[config.mk]
export PLATFORM = sky130hd
export DESIGN_NAME = memory_access_stage
export DESIGN_NICKNAME = d
export VERILOG_FILES = /design/src/rtl/memory_access_stage_pkg.sv /design/src/rtl/memory_access_stage_load_extend.sv /design/src/rtl/memory_access_stage.sv
export SDC_FILE = /design/constraint.sdc
export NUM_CORES = 1
export LEC_CHECK = 0
export BUFFER_PORTS_ARGS = -buffer_cell sky130_fd_sc_hd__clkbuf_2
export CAP_MARGIN = 10
export CORE_AREA = 4 4 125 127
export CTS_CLUSTER_DIAMETER = 80
export DETAILED_ROUTE_END_ITERATION = 8
export DIE_AREA = 0 0 129 131
export MAX_ROUTING_LAYER = met4
export PLACE_DENSITY = 0.77
export SKIP_LAST_GASP = 1
export SLEW_MARGIN = 20
export SYNTH_ARGS = -nofsm -noshare
export SYNTH_HDL_FRONTEND = slang
export SYNTH_SLANG_ARGS = --single-unit
[constraint.sdc]
create_clock -name clk -period 3 [get_ports clk]
set_clock_uncertainty 0.05 [all_clocks]
set_input_delay 0.6 -clock clk [delete_from_list [all_inputs] [get_ports clk]]
set_output_delay 0.6 -clock clk [all_outputs]
set_load 0.01 [all_outputs]
[src/rtl/memory_access_stage_pkg.sv]
// Shared encodings for the memory-access stage: store sizes, load funct3 codes,
// result-select codes and the access FSM states.
package memory_access_stage_pkg;

  localparam logic [1:0] MEM_NONE = 2'b00;
  localparam logic [1:0] MEM_BYTE = 2'b01;
  localparam logic [1:0] MEM_HALF = 2'b10;
  localparam logic [1:0] MEM_WORD = 2'b11;

  localparam logic [2:0] LT_LB  = 3'b000;
  localparam logic [2:0] LT_LH  = 3'b001;
  localparam logic [2:0] LT_LW  = 3'b010;
  localparam logic [2:0] LT_LBU = 3'b100;
  localparam logic [2:0] LT_LHU = 3'b101;

  localparam logic [1:0] RES_ALU = 2'b00;
  localparam logic [1:0] RES_MEM = 2'b01;
  localparam logic [1:0] RES_PC4 = 2'b10;

  typedef enum logic {
    ST_IDLE = 1'b0,
    ST_WAIT = 1'b1
  } state_e;

  // Access size of a load, expressed in the store-size encoding.
  function automatic logic [1:0] load_size(input logic [2:0] load_type);
    case (load_type[1:0])
      2'b00:   return MEM_BYTE;
      2'b01:   return MEM_HALF;
      default: return MEM_WORD;
    endcase
  endfunction

endpackage

[src/rtl/memory_access_stage_load_extend.sv]
// Selects the addressed byte/half of a read word and sign- or zero-extends it.
module load_extend
  import memory_access_stage_pkg::*;
(
  input  logic [31:0] rdata,
  input  logic [1:0]  addr_lo,
  input  logic [2:0]  load_type,
  output logic [31:0] data
);

  logic [7:0]  byte_sel;
  logic [15:0] half_sel;

  always_comb begin
    case (addr_lo)
      2'b00:   byte_sel = rdata[7:0];
      2'b01:   byte_sel = rdata[15:8];
      2'b10:   byte_sel = rdata[23:16];
      default: byte_sel = rdata[31:24];
    endcase
    half_sel = addr_lo[1] ? rdata[31:16] : rdata[15:0];
    case (load_type)
      LT_LB:   data = {{24{byte_sel[7]}}, byte_sel};
      LT_LH:   data = {{16{half_sel[15]}}, half_sel};
      LT_LBU:  data = {24'h000000, byte_sel};
      LT_LHU:  data = {16'h0000, half_sel};
      default: data = rdata;
    endcase
  end

endmodule

[src/rtl/memory_access_stage.sv]
// Memory-access pipeline stage: issues data-memory requests, stalls the front of
// the pipe while memory is busy, flags misalignment/timeouts and drives the M/W register.
module memory_access_stage
  import memory_access_stage_pkg::*;
#(
  parameter int TIMEOUT = 16
) (
  input  logic        clk,
  input  logic        rst,
  input  logic [2:0]  RegWriteM,
  input  logic [1:0]  ResultSrcM,
  input  logic [1:0]  MemWriteM,
  input  logic [2:0]  LoadTypeM,
  input  logic [31:0] ALUResultM,
  input  logic [31:0] WriteDataM,
  input  logic [31:0] PCPlus4M,
  input  logic [4:0]  RDM,
  output logic [31:0] dmem_addr,
  output logic        dmem_req,
  output logic        dmem_we,
  output logic [3:0]  dmem_wstrb,
  output logic [31:0] dmem_wdata,
  input  logic [31:0] dmem_rdata,
  input  logic        dmem_ready,
  output logic        Stall_M,
  output logic        misalign_M,
  output logic        bus_err_M,
  output logic [2:0]  RegWriteW,
  output logic [1:0]  ResultSrcW,
  output logic [31:0] ReadDataW,
  output logic [31:0] ALUResultW,
  output logic [31:0] PCPlus4W,
  output logic [4:0]  RDW,
  output state_e      state_dbg
);

  localparam int CW = $clog2(TIMEOUT + 1);

  state_e        state_q, state_d;
  logic [CW-1:0] wait_cnt_q, wait_cnt_d;
  logic [2:0]    reg_write_w_q, reg_write_w_d;
  logic [1:0]    result_src_w_q, result_src_w_d;
  logic [31:0]   read_data_w_q, read_data_w_d;
  logic [31:0]   alu_result_w_q, alu_result_w_d;
  logic [31:0]   pc_plus4_w_q, pc_plus4_w_d;
  logic [4:0]    rd_w_q, rd_w_d;

  logic        is_load, is_store, mem_op, misaligned, complete, update_w;
  logic [1:0]  acc_size;
  logic [3:0]  lane_strb;
  logic [31:0] load_data;

  load_extend u_load_extend (
    .rdata     (dmem_rdata),
    .addr_lo   (ALUResultM[1:0]),
    .load_type (LoadTypeM),
    .data      (load_data)
  );

  always_comb begin
    is_load    = ResultSrcM == RES_MEM;
    is_store   = MemWriteM != MEM_NONE;
    mem_op     = is_load || is_store;
    acc_size   = is_store ? MemWriteM : load_size(LoadTypeM);
    misaligned = mem_op && (((acc_size == MEM_HALF) && ALUResultM[0]) ||
                            ((acc_size == MEM_WORD) && (ALUResultM[1:0] != 2'b00)));
    dmem_addr  = {ALUResultM[31:2], 2'b00};
    case (MemWriteM)
      MEM_BYTE: begin
        lane_strb  = 4'b0001 << ALUResultM[1:0];
        dmem_wdata = {4{WriteDataM[7:0]}};
      end
      MEM_HALF: begin
        lane_strb  = 4'b0011 << ALUResultM[1:0];
        dmem_wdata = {2{WriteDataM[15:0]}};
      end
      MEM_WORD: begin
        lane_strb  = 4'b1111;
        dmem_wdata = WriteDataM;
      end
      default: begin
        lane_strb  = 4'b0000;
        dmem_wdata = WriteDataM;
      end
    endcase
  end

  // Request/stall control. Ready beats the timeout when both land in one cycle.
  always_comb begin
    state_d    = state_q;
    wait_cnt_d = wait_cnt_q;
    dmem_req   = 1'b0;
    Stall_M    = 1'b0;
    misalign_M = 1'b0;
    bus_err_M  = 1'b0;
    complete   = 1'b0;
    case (state_q)
      ST_IDLE: begin
        if (misaligned) begin
          misalign_M = 1'b1;
        end else if (mem_op) begin
          dmem_req = 1'b1;
          if (dmem_ready) begin
            complete = 1'b1;
          end else begin
            Stall_M    = 1'b1;
            state_d    = ST_WAIT;
            wait_cnt_d = '0;
          end
        end
      end
      ST_WAIT: begin
        dmem_req = 1'b1;
        if (dmem_ready) begin
          complete = 1'b1;
          state_d  = ST_IDLE;
        end else if (wait_cnt_q == CW'(TIMEOUT - 1)) begin
          bus_err_M = 1'b1;
          state_d   = ST_IDLE;
        end else begin
          Stall_M    = 1'b1;
          wait_cnt_d = wait_cnt_q + CW'(1);
        end
      end
      default: state_d = ST_IDLE;
    endcase
    if (rst) begin
      dmem_req   = 1'b0;
      Stall_M    = 1'b0;
      misalign_M = 1'b0;
      bus_err_M  = 1'b0;
    end
    dmem_we    = dmem_req && is_store;
    dmem_wstrb = dmem_we ? lane_strb : 4'b0000;

    // Anything that does not retire this cycle leaves a bubble behind.
    update_w       = complete || ((state_q == ST_IDLE) && !mem_op);
    reg_write_w_d  = update_w ? RegWriteM  : 3'b000;
    result_src_w_d = update_w ? ResultSrcM : result_src_w_q;
    read_data_w_d  = update_w ? load_data  : read_data_w_q;
    alu_result_w_d = update_w ? ALUResultM : alu_result_w_q;
    pc_plus4_w_d   = update_w ? PCPlus4M   : pc_plus4_w_q;
    rd_w_d         = update_w ? RDM        : rd_w_q;
  end

  always_ff @(posedge clk) begin
    if (rst) begin
      state_q        <= ST_IDLE;
      wait_cnt_q     <= '0;
      reg_write_w_q  <= '0;
      result_src_w_q <= '0;
      read_data_w_q  <= '0;
      alu_result_w_q <= '0;
      pc_plus4_w_q   <= '0;
      rd_w_q         <= '0;
    end else begin
      state_q        <= state_d;
      wait_cnt_q     <= wait_cnt_d;
      reg_write_w_q  <= reg_write_w_d;
      result_src_w_q <= result_src_w_d;
      read_data_w_q  <= read_data_w_d;
      alu_result_w_q <= alu_result_w_d;
      pc_plus4_w_q   <= pc_plus4_w_d;
      rd_w_q         <= rd_w_d;
    end
  end

  assign RegWriteW  = reg_write_w_q;
  assign ResultSrcW = result_src_w_q;
  assign ReadDataW  = read_data_w_q;
  assign ALUResultW = alu_result_w_q;
  assign PCPlus4W   = pc_plus4_w_q;
  assign RDW        = rd_w_q;
  assign state_dbg  = state_q;

endmodule

==> flow_summary.toml, run 1 <==
[status]
status = "completed"

[floorplan]
core_um2 = 14420
die_h_um = 131
io-pin-count = 326
fp-row-count = 44
start_util = 0.3899
die_x_um = 129
dieArea_um2 = 16900

[power]
switchingPower_w = 0.001181
total_leakage_power_nw = 3.390
intPower_w = 0.002529
pwr-share-comb = 0.249
pwr-share-clk = 0.303
p_sw_frac = 0.3182
ir_worst_vdd_v = 0.0002915
seq_power_share = 0.448
p_per_area_nw_per_um2 = 506.1

[finish]
final_cells = 1146
seq_area_um2 = 2242
final_nets = 1111
nFillCells = 1485
diodes = 0
multi_input_area_um2 = 2708
syn2layout_area_growth_pct = 30.34
mostFrequentLayoutCells = "clkbuf_2 (322), dfxtp_1 (112), a21oi_1 (92), o21ai_0 (86), nand3_1 (79)"
fin_util = 0.5082
drive_gt1_frac = 0.3960
final_common_cell = "clkbuf_2"

[timing]
max_freq_mhz = 349.5
setup_tns_ps = 0
hold_violations = 0
period_needed_ps = 2861
relSlewSlack = 0.2791
slew_violations = 0
worst_pin_slew_ps = 1076
setup_violations = 0
hold_ws_ps = 400.5
fin_crit_sh = 0.9538

[synth]
yosysWarnings = 0
ys_ff_latch = 112
synth_cell_types = 49
async_flop_share = 0
synth-seq-area-share = 0.3987
synth_edf_count = 0
postSynthAreaPerCell_um2 = 7.888
ys_top_cells_by_area = "dfxtp_1 (40%), a21oi_1 (8.2%), o21ai_0 (7.7%)"
synthCells = 713
synth_ff_type = "dfxtp_1"
synth_top_cell_area_share = 0.3987
synth.largest_area_cell = "dfxtp_1"
synth_area_um2 = 5624

[min_path]
holdPathStages = 2
worstHoldPathType = "reg -> reg"

[critical_path]
worstSetupEndpointType = "primary output"
rr_worst_depth = 6
critPathKind = "in -> out"
crit_top_cell = "clkbuf_2"
arrival_ps = 2210
cp_slowest_stage_delay_ps = 410
cp_cell_sequence = "clkbuf_2 -> inv_1 -> ha_1 -> a311o_1 -> buf_4 -> a2111oi_0 -> clkbuf_2"
required_ps = 2350
start_kind = "input port"
crit_path_top_delay_cell = "a2111oi_0"
crit_fanout = 4

[clocking]
cts_root_buffer = "clkbuf_16"
clock_sinks = 112
clk_path_buf_depth = 2
cts_tree = "yes"
hold_buffers = 0
cts_buffers = 9
worstSkewPairLatency_ps = 350
post_cts_buffers = 0
clk_pin_slew_ps = 70
htreeDepth = 3

[global_routing]
use_met1 = 0.2853
grt_use_met3 = 0.04593
use_met2 = 0.3771
grt_pass1_wl_um = 30000
grt_pass1_vias = 5719
gr-total-overflow = 0
grt_max_degree = 103
antenna_found_initial = 0
grt_util_all_layers = 0.2284
gr-max-usage-layer = "met2"

[route]
via_per_inst = 5.456
vias = 6253
wl_per_cell_um = 17.67
postRouteAntennaNets = 0
first_pass_iters = 6
drt_wl_total_um = 20250
drtIter0Drc = 520
drc = 0

[placement]
place.gp.congestion = 0.8573
io_buffers = 323
place_inst = 1131
dp_hpwl_um = 15020

[job]
max_cap_violations = 0
-- flip-flops by register name, indices dropped and copies added (netlist names) --
register / flops
RegWriteW: 3
PCPlus4W: 32
RDW: 5
wait_cnt_q: 5
ReadDataW: 32
ResultSrcW: 2
ALUResultW: 32
state_dbg: 1
-- Yosys cell counts (2+ instances only) --
library cell and instances:
a2111oi_0 6, a21oi_1 92, a221o_1 2, a221oi_1 3
a22o_1 14, a22oi_1 9, a311oi_1 2, a31o_2 5
a31oi_1 2, and2_1 2, and3_1 4, buf_1 5
buf_2 17, buf_4 44, clkbuf_1 43, dfxtp_1 112
ha_1 7, inv_1 20, mux2_2 9, mux2i_1 2
nand2_1 16, nand2b_1 4, nand3_1 79, nand3b_1 2
nand4_1 20, nor2_1 27, nor2b_1 4, nor3_1 4
nor3_2 2, o211ai_1 3, o21ai_0 86, o21ai_1 29
o22ai_1 21
-- path summary, 6_finish.rpt --
path,slack [ps],end,start
setup reg to reg,900,PCPlus4W[25],state_dbg
hold reg to reg,400,ReadDataW[15],ReadDataW[15]
setup / recovery,140,misalign_M,MemWriteM[0]
hold / removal,400,ReadDataW[15],ReadDataW[15]
-- metal layers --
layer	part of all wire	wire length, um	vias up
met3	0.068	1370	22
met5	0	0	-
li1	-	-	3049
met1	0.42	8437	2906
met4	0.012	247	0
met2	0.50	10190	276
-- cell families after synthesis --
| group | Yosys count | share of synthesized area |
|---|---|---|
| other cells | 1 | 0.0006668 |
| simple gates | 169 | 0.1542 |
| compound gates | 281 | 0.2865 |
| flops | 112 | 0.3987 |
| fa+ha+maj | 7 | 0.01557 |
| mux | 11 | 0.02158 |
| buf+inv | 132 | 0.1228 |
-- cell type report --
class	count	share of cell area
clock inverter	6	0.006144
timing repair buffer	344	0.2458
tap	184	0.03140
clock buffer	9	0.03072
sequential	112	0.3059
inverter	21	0.01075
multi-input combinational	470	0.3693
-- power by group through the flow --
stage	sequential, W	clock [W]	combinational (W)
after floorplan	0.00174	0	0.000483
after global placement	0.00169	0	0.000911
after detailed placement	0.00170	0	0.000921
after CTS	0.00166	0.00115	0.000925
after global routing	0.00168	0.00121	0.00101
final	0.00166	0.00113	0.000923
-- worst max-delay path: cells and delay by family --
family | cells | cell delay, ps
compound gates | 2 | 790
buf+inv | 4 | 580
fa+ha+maj | 1 | 240
-- through the flow --
step	total power, W	area, um^2	worst slack, ps
6_report	0.003710	7331	138.6
5_1_grt	0.003899	7331	-6.917
4_1_cts	0.003740	7327	76.65
3_5_place_dp	0.002617	7057	78.45
3_3_place_gp	0.002602	7057	107.7
2_1_floorplan	0.002224	5628	360.4
-- what timing repair did --
item | 4_1_cts | 5_1_grt
hold endpoints to repair | 0 | 0
endpoints found under the setup margin | 0 | 4
resized for setup | 0 | 1
Power figures use the tool's default switching activity.
==> run 2: changes to the inputs <==
Settings changed: CAP_MARGIN 10 to 20, RECOVER_POWER set to 50.
==> flow_summary.toml, run 2 (same netlist as run 1, synthesis figures left out) <==
[status]
status = "completed"

[finish]
final_cells = 1146
nFillCells = 1557
mostFrequentLayoutCells = "clkbuf_2 (178), clkbuf_1 (144), dfxtp_1 (112), a21oi_1 (92), o21ai_0 (86)"
drive_gt1_frac = 0.2464
final_common_cell = "clkbuf_2"
diodes = 0
syn2layout_area_growth_pct = 27.14
final_nets = 1111

[clocking]
hold_buffers = 0
clock_sinks = 112
clk_path_buf_depth = 2
clk_pin_slew_ps = 70
htreeDepth = 3
post_cts_buffers = 0
worstSkewPairLatency_ps = 350
cts_root_buffer = "clkbuf_16"
cts_resized = 0
cts_buffers = 9
cts_tree = "yes"

[timing]
hold_ws_ps = 403.6
fin_crit_sh = 0.9538
slew_violations = 0
hold_violations = 0
period_needed_ps = 2861
worst_pin_slew_ps = 1056
relSlewSlack = 0.2929
setup_violations = 0
max_freq_mhz = 349.5

[route]
drtIter0Drc = 508
wl_per_cell_um = 17.74
vias = 6241
drt_wl_total_um = 20330
drc = 0
via_per_inst = 5.446
first_pass_iters = 5
postRouteAntennaNets = 0

[global_routing]
grt_pass1_vias = 5719
antenna_found_initial = 0
grt_util_all_layers = 0.2284
gr-total-overflow = 0
grt_pass1_wl_um = 30000
grt_max_degree = 103

[critical_path]
required_ps = 2350
rr_worst_depth = 6
arrival_ps = 2210
reg2reg_slack_ps = 910
r2r_start = "state_dbg"
worstSetupEndpointType = "primary output"
crit_fanout = 4
reg2reg_to = "ALUResultW[0]"
critPathKind = "in -> out"
start_kind = "input port"

[power]
total_power_w = 0.003674
ir_worst_vdd_v = 0.0002901
p_per_area_nw_per_um2 = 513.8
total_leakage_power_nw = 2.925

[floorplan]
die_h_um = 131
die_x_um = 129
dieArea_um2 = 16900
io-pin-count = 326
start_util = 0.3899
core_um2 = 14420
fp-row-count = 44

[placement]
dp_hpwl_um = 15020
place_inst = 1131
place.gp.congestion = 0.8573
io_buffers = 323

[job]
max_cap_violations = 0

[min_path]
whs_endpoint = "ReadDataW[15]"
min_from = "ReadDataW[15]"
holdPathStages = 2
worstHoldPathType = "reg -> reg"
==> run 2: cell counts in the layout (fill, tap and decap cells not counted) <==
Identical to the previous run, type by type.
==> run 2: power breakdown <==
group	switching (W)	internal, W	total (W)	leakage, nW
registers	0.0000610	0.00160	0.00166	0.922
clock network	0.000561	0.000564	0.00112	0.129
logic	0.000558	0.000330	0.000888	1.87
==> run 2: layer usage <==
| metal | vias up | track usage | routed length [um] |
|---|---|---|---|
| met2 | 274 | 0.3771 | 10160 |
| li1 | 3052 | - | - |
| met1 | 2897 | 0.2853 | 8487 |
| met5 | - | - | 0 |
| met3 | 18 | 0.04593 | 1451 |
| met4 | 0 | 0.06424 | 223 |
==> run 2: through the flow <==
stage / utilization / setup WS, ps / TNS, ps / instance area, um^2
6_report: 0.4957 / 138.7 / 0 / 7151
5_1_grt: 0.4957 / -6.917 / -6.917 / 7151
4_1_cts: 0.5080 / 76.65 / 0 / 7327
3_5_place_dp: 0.4892 / 78.45 / 0 / 7057
3_3_place_gp: 0.4892 / 107.7 / 0 / 7057
2_1_floorplan: - / 360.4 / 0 / 5628
==> run 2: worst max path at each step <==
stage                 start             to  slack (ps)  cells after the start
3_3_place_gp   MemWriteM[0]  dmem_wstrb[1]         110                      8
4_1_cts        MemWriteM[0]  dmem_wstrb[3]          80                      8
5_1_grt        MemWriteM[0]     misalign_M          -7                      7
6_report       MemWriteM[0]     misalign_M         140                      7
2_1_floorplan  MemWriteM[0]     misalign_M         360                      4
3_5_place_dp   MemWriteM[0]  dmem_wstrb[3]          80                      8
==> run 2: area by class of cell <==
class	count	area [um^2]	area share
clock buffer	9	225.2	0.03150
clock inverter	6	45.04	0.006299
sequential	112	2242	0.3136
tap	184	230.2	0.03220
timing repair buffer	344	1622	0.2268
multi-input combinational	470	2708	0.3787
inverter	21	78.83	0.01102
==> run 2: worst max-delay path, stage by stage <==
cell	delay [ps]
clkbuf_2	120
inv_1	80
ha_1	240
a311o_1	380
buf_4	160
a2111oi_0	410
clkbuf_2	220
==> run 3: changes to the inputs <==
Settings changed: REMOVE_ABC_BUFFERS set to 1.
==> flow_summary.toml, run 3 (same netlist as run 1, synthesis figures left out) <==
[route]
drtIter0Drc = 407
postRouteAntennaNets = 0
vias = 6311
via_per_inst = 5.502
drc = 0
first_pass_iters = 5
drt_wl_total_um = 20750
wl_per_cell_um = 18.09

[global_routing]
grt_pass1_vias = 5687
grt_max_degree = 61
grt_pass1_wl_um = 30300
grt_util_all_layers = 0.2340
gr-total-overflow = 0
antenna_found_initial = 0

[placement]
dp_slack_ps = 140.8
io_buffers = 323
dp_hpwl_um = 15660
place_inst = 1132
place.gp.congestion = 0.9305

[critical_path]
required_ps = 2350
start_kind = "input port"
worstSetupEndpointType = "primary output"
rr_worst_depth = 4
path_buf_inv = 3
cp_slowest_stage_delay_ps = 470
crit_fanout = 4
cp_cell_sequence = "clkbuf_2 -> inv_1 -> ha_1 -> a311o_1 -> nor2_1 -> or4_1 -> a21oi_1 -> clkbuf_2"
critPathKind = "in -> out"
r2r_start = "state_dbg"
reg2reg_slack_ps = 920
cp_top_family = "simple AND/OR/NAND/NOR gates"
crit_path_top_delay_cell = "or4_1"
crit_top_cell = "clkbuf_2"
reg2reg_to = "ReadDataW[14]"
arrival_ps = 2190

[floorplan]
fp-row-count = 44
core_um2 = 14420
dieArea_um2 = 16900
die_h_um = 131
start_util = 0.3899
io-pin-count = 326
die_x_um = 129

[finish]
final_common_cell = "clkbuf_2"
drive_gt1_frac = 0.2451
mostFrequentLayoutCells = "clkbuf_2 (177), clkbuf_1 (146), dfxtp_1 (112), a21oi_1 (92), o21ai_0 (86)"
final_nets = 1112
diodes = 0
final_cells = 1147
fin_util = 0.4990
syn2layout_area_growth_pct = 27.96

[min_path]
whs_endpoint = "ReadDataW[15]"
worstHoldPathType = "reg -> reg"
min_from = "ReadDataW[15]"
holdPathStages = 2

[timing]
rsz0062_at_grt = "no"
setup_violations = 0
max_freq_mhz = 352.5
slew_violations = 0
worst_pin_slew_ps = 725.6
hold_violations = 0
relSlewSlack = 0.5147
worst_slack_ps = 163.0
fin_crit_sh = 0.9457
setup_tns_ps = 0
period_needed_ps = 2837

[job]
max_cap_violations = 0

[clocking]
post_cts_buffers = 0
clk_pin_slew_ps = 80
worstSkewPairLatency_ps = 340
cts_resized = 0
clk_path_buf_depth = 2
hold_buffers = 0
clock_sinks = 112
cts_buffers = 9
htreeDepth = 3
cts_tree = "yes"
cts_root_buffer = "clkbuf_16"

[power]
ir_worst_vdd_v = 0.0002373
total_leakage_power_nw = 2.941
p_per_area_nw_per_um2 = 524.1

[status]
status = "completed"
## run 3: power breakdown
part | internal, W | switching (W) | total (W)
Combinational | 0.000333 | 0.000559 | 0.000892
Clock | 0.000655 | 0.000565 | 0.00122
Sequential | 0.00160 | 0.0000588 | 0.00166
## run 3: layout make-up
cell class / instances / area (um^2)
inverters: 21 / 78.83
clock inverters: 5 / 66.31
multi-input cells: 470 / 2710
well taps: 184 / 230.2
fillers: 1502 / 7227
repair buffers: 345 / 1640
clock buffers: 10 / 229.0
flip-flops and latches: 112 / 2242
## run 3: worst max path at each step
| stage | start | endpoint | slack (ps) | cells after the start |
|---|---|---|---|---|
| after floorplan | MemWriteM[0] | RegWriteW[0] | -1110 | 6 |
| after global routing | MemWriteM[1] | dmem_wstrb[3] | 30 | 8 |
| after CTS | ALUResultM[0] | dmem_wstrb[3] | 120 | 7 |
| final | MemWriteM[0] | dmem_wstrb[3] | 160 | 8 |
| after detailed placement | ALUResultM[0] | dmem_wstrb[3] | 140 | 7 |
| after global placement | ALUResultM[0] | dmem_wstrb[1] | 130 | 7 |
## run 3: per-stage QoR
stage / instance area (um^2) / hold WS (ps) / total power (W)
detailed placement: 7077 / 397.5 / 0.002622
global placement: 7077 / 389.8 / 0.002609
global route: 7197 / 418.7 / 0.003969
floorplan: 5016 / 383.9 / 0.002111
CTS: 7372 / 407.9 / 0.003852
finish: 7197 / 404.0 / 0.003772
## run 3: routing by layer
layer	vias up	share of wire	global-route usage
met3	32	0.089	0.06423
li1	3043	-	-
met5	-	0	-
met4	0	0.029	0.09327
met1	2932	0.40	0.2739
met2	304	0.48	0.3820
## run 3: worst register-to-register path: cells and delay by family, from the launching register on
| family | cells | cell delay (ps) |
|---|---|---|
| AO/OA/AOI/OAI | 3 | 970 |
| AND/OR/NAND/NOR | 1 | 510 |
| flip-flops | 1 | 410 |
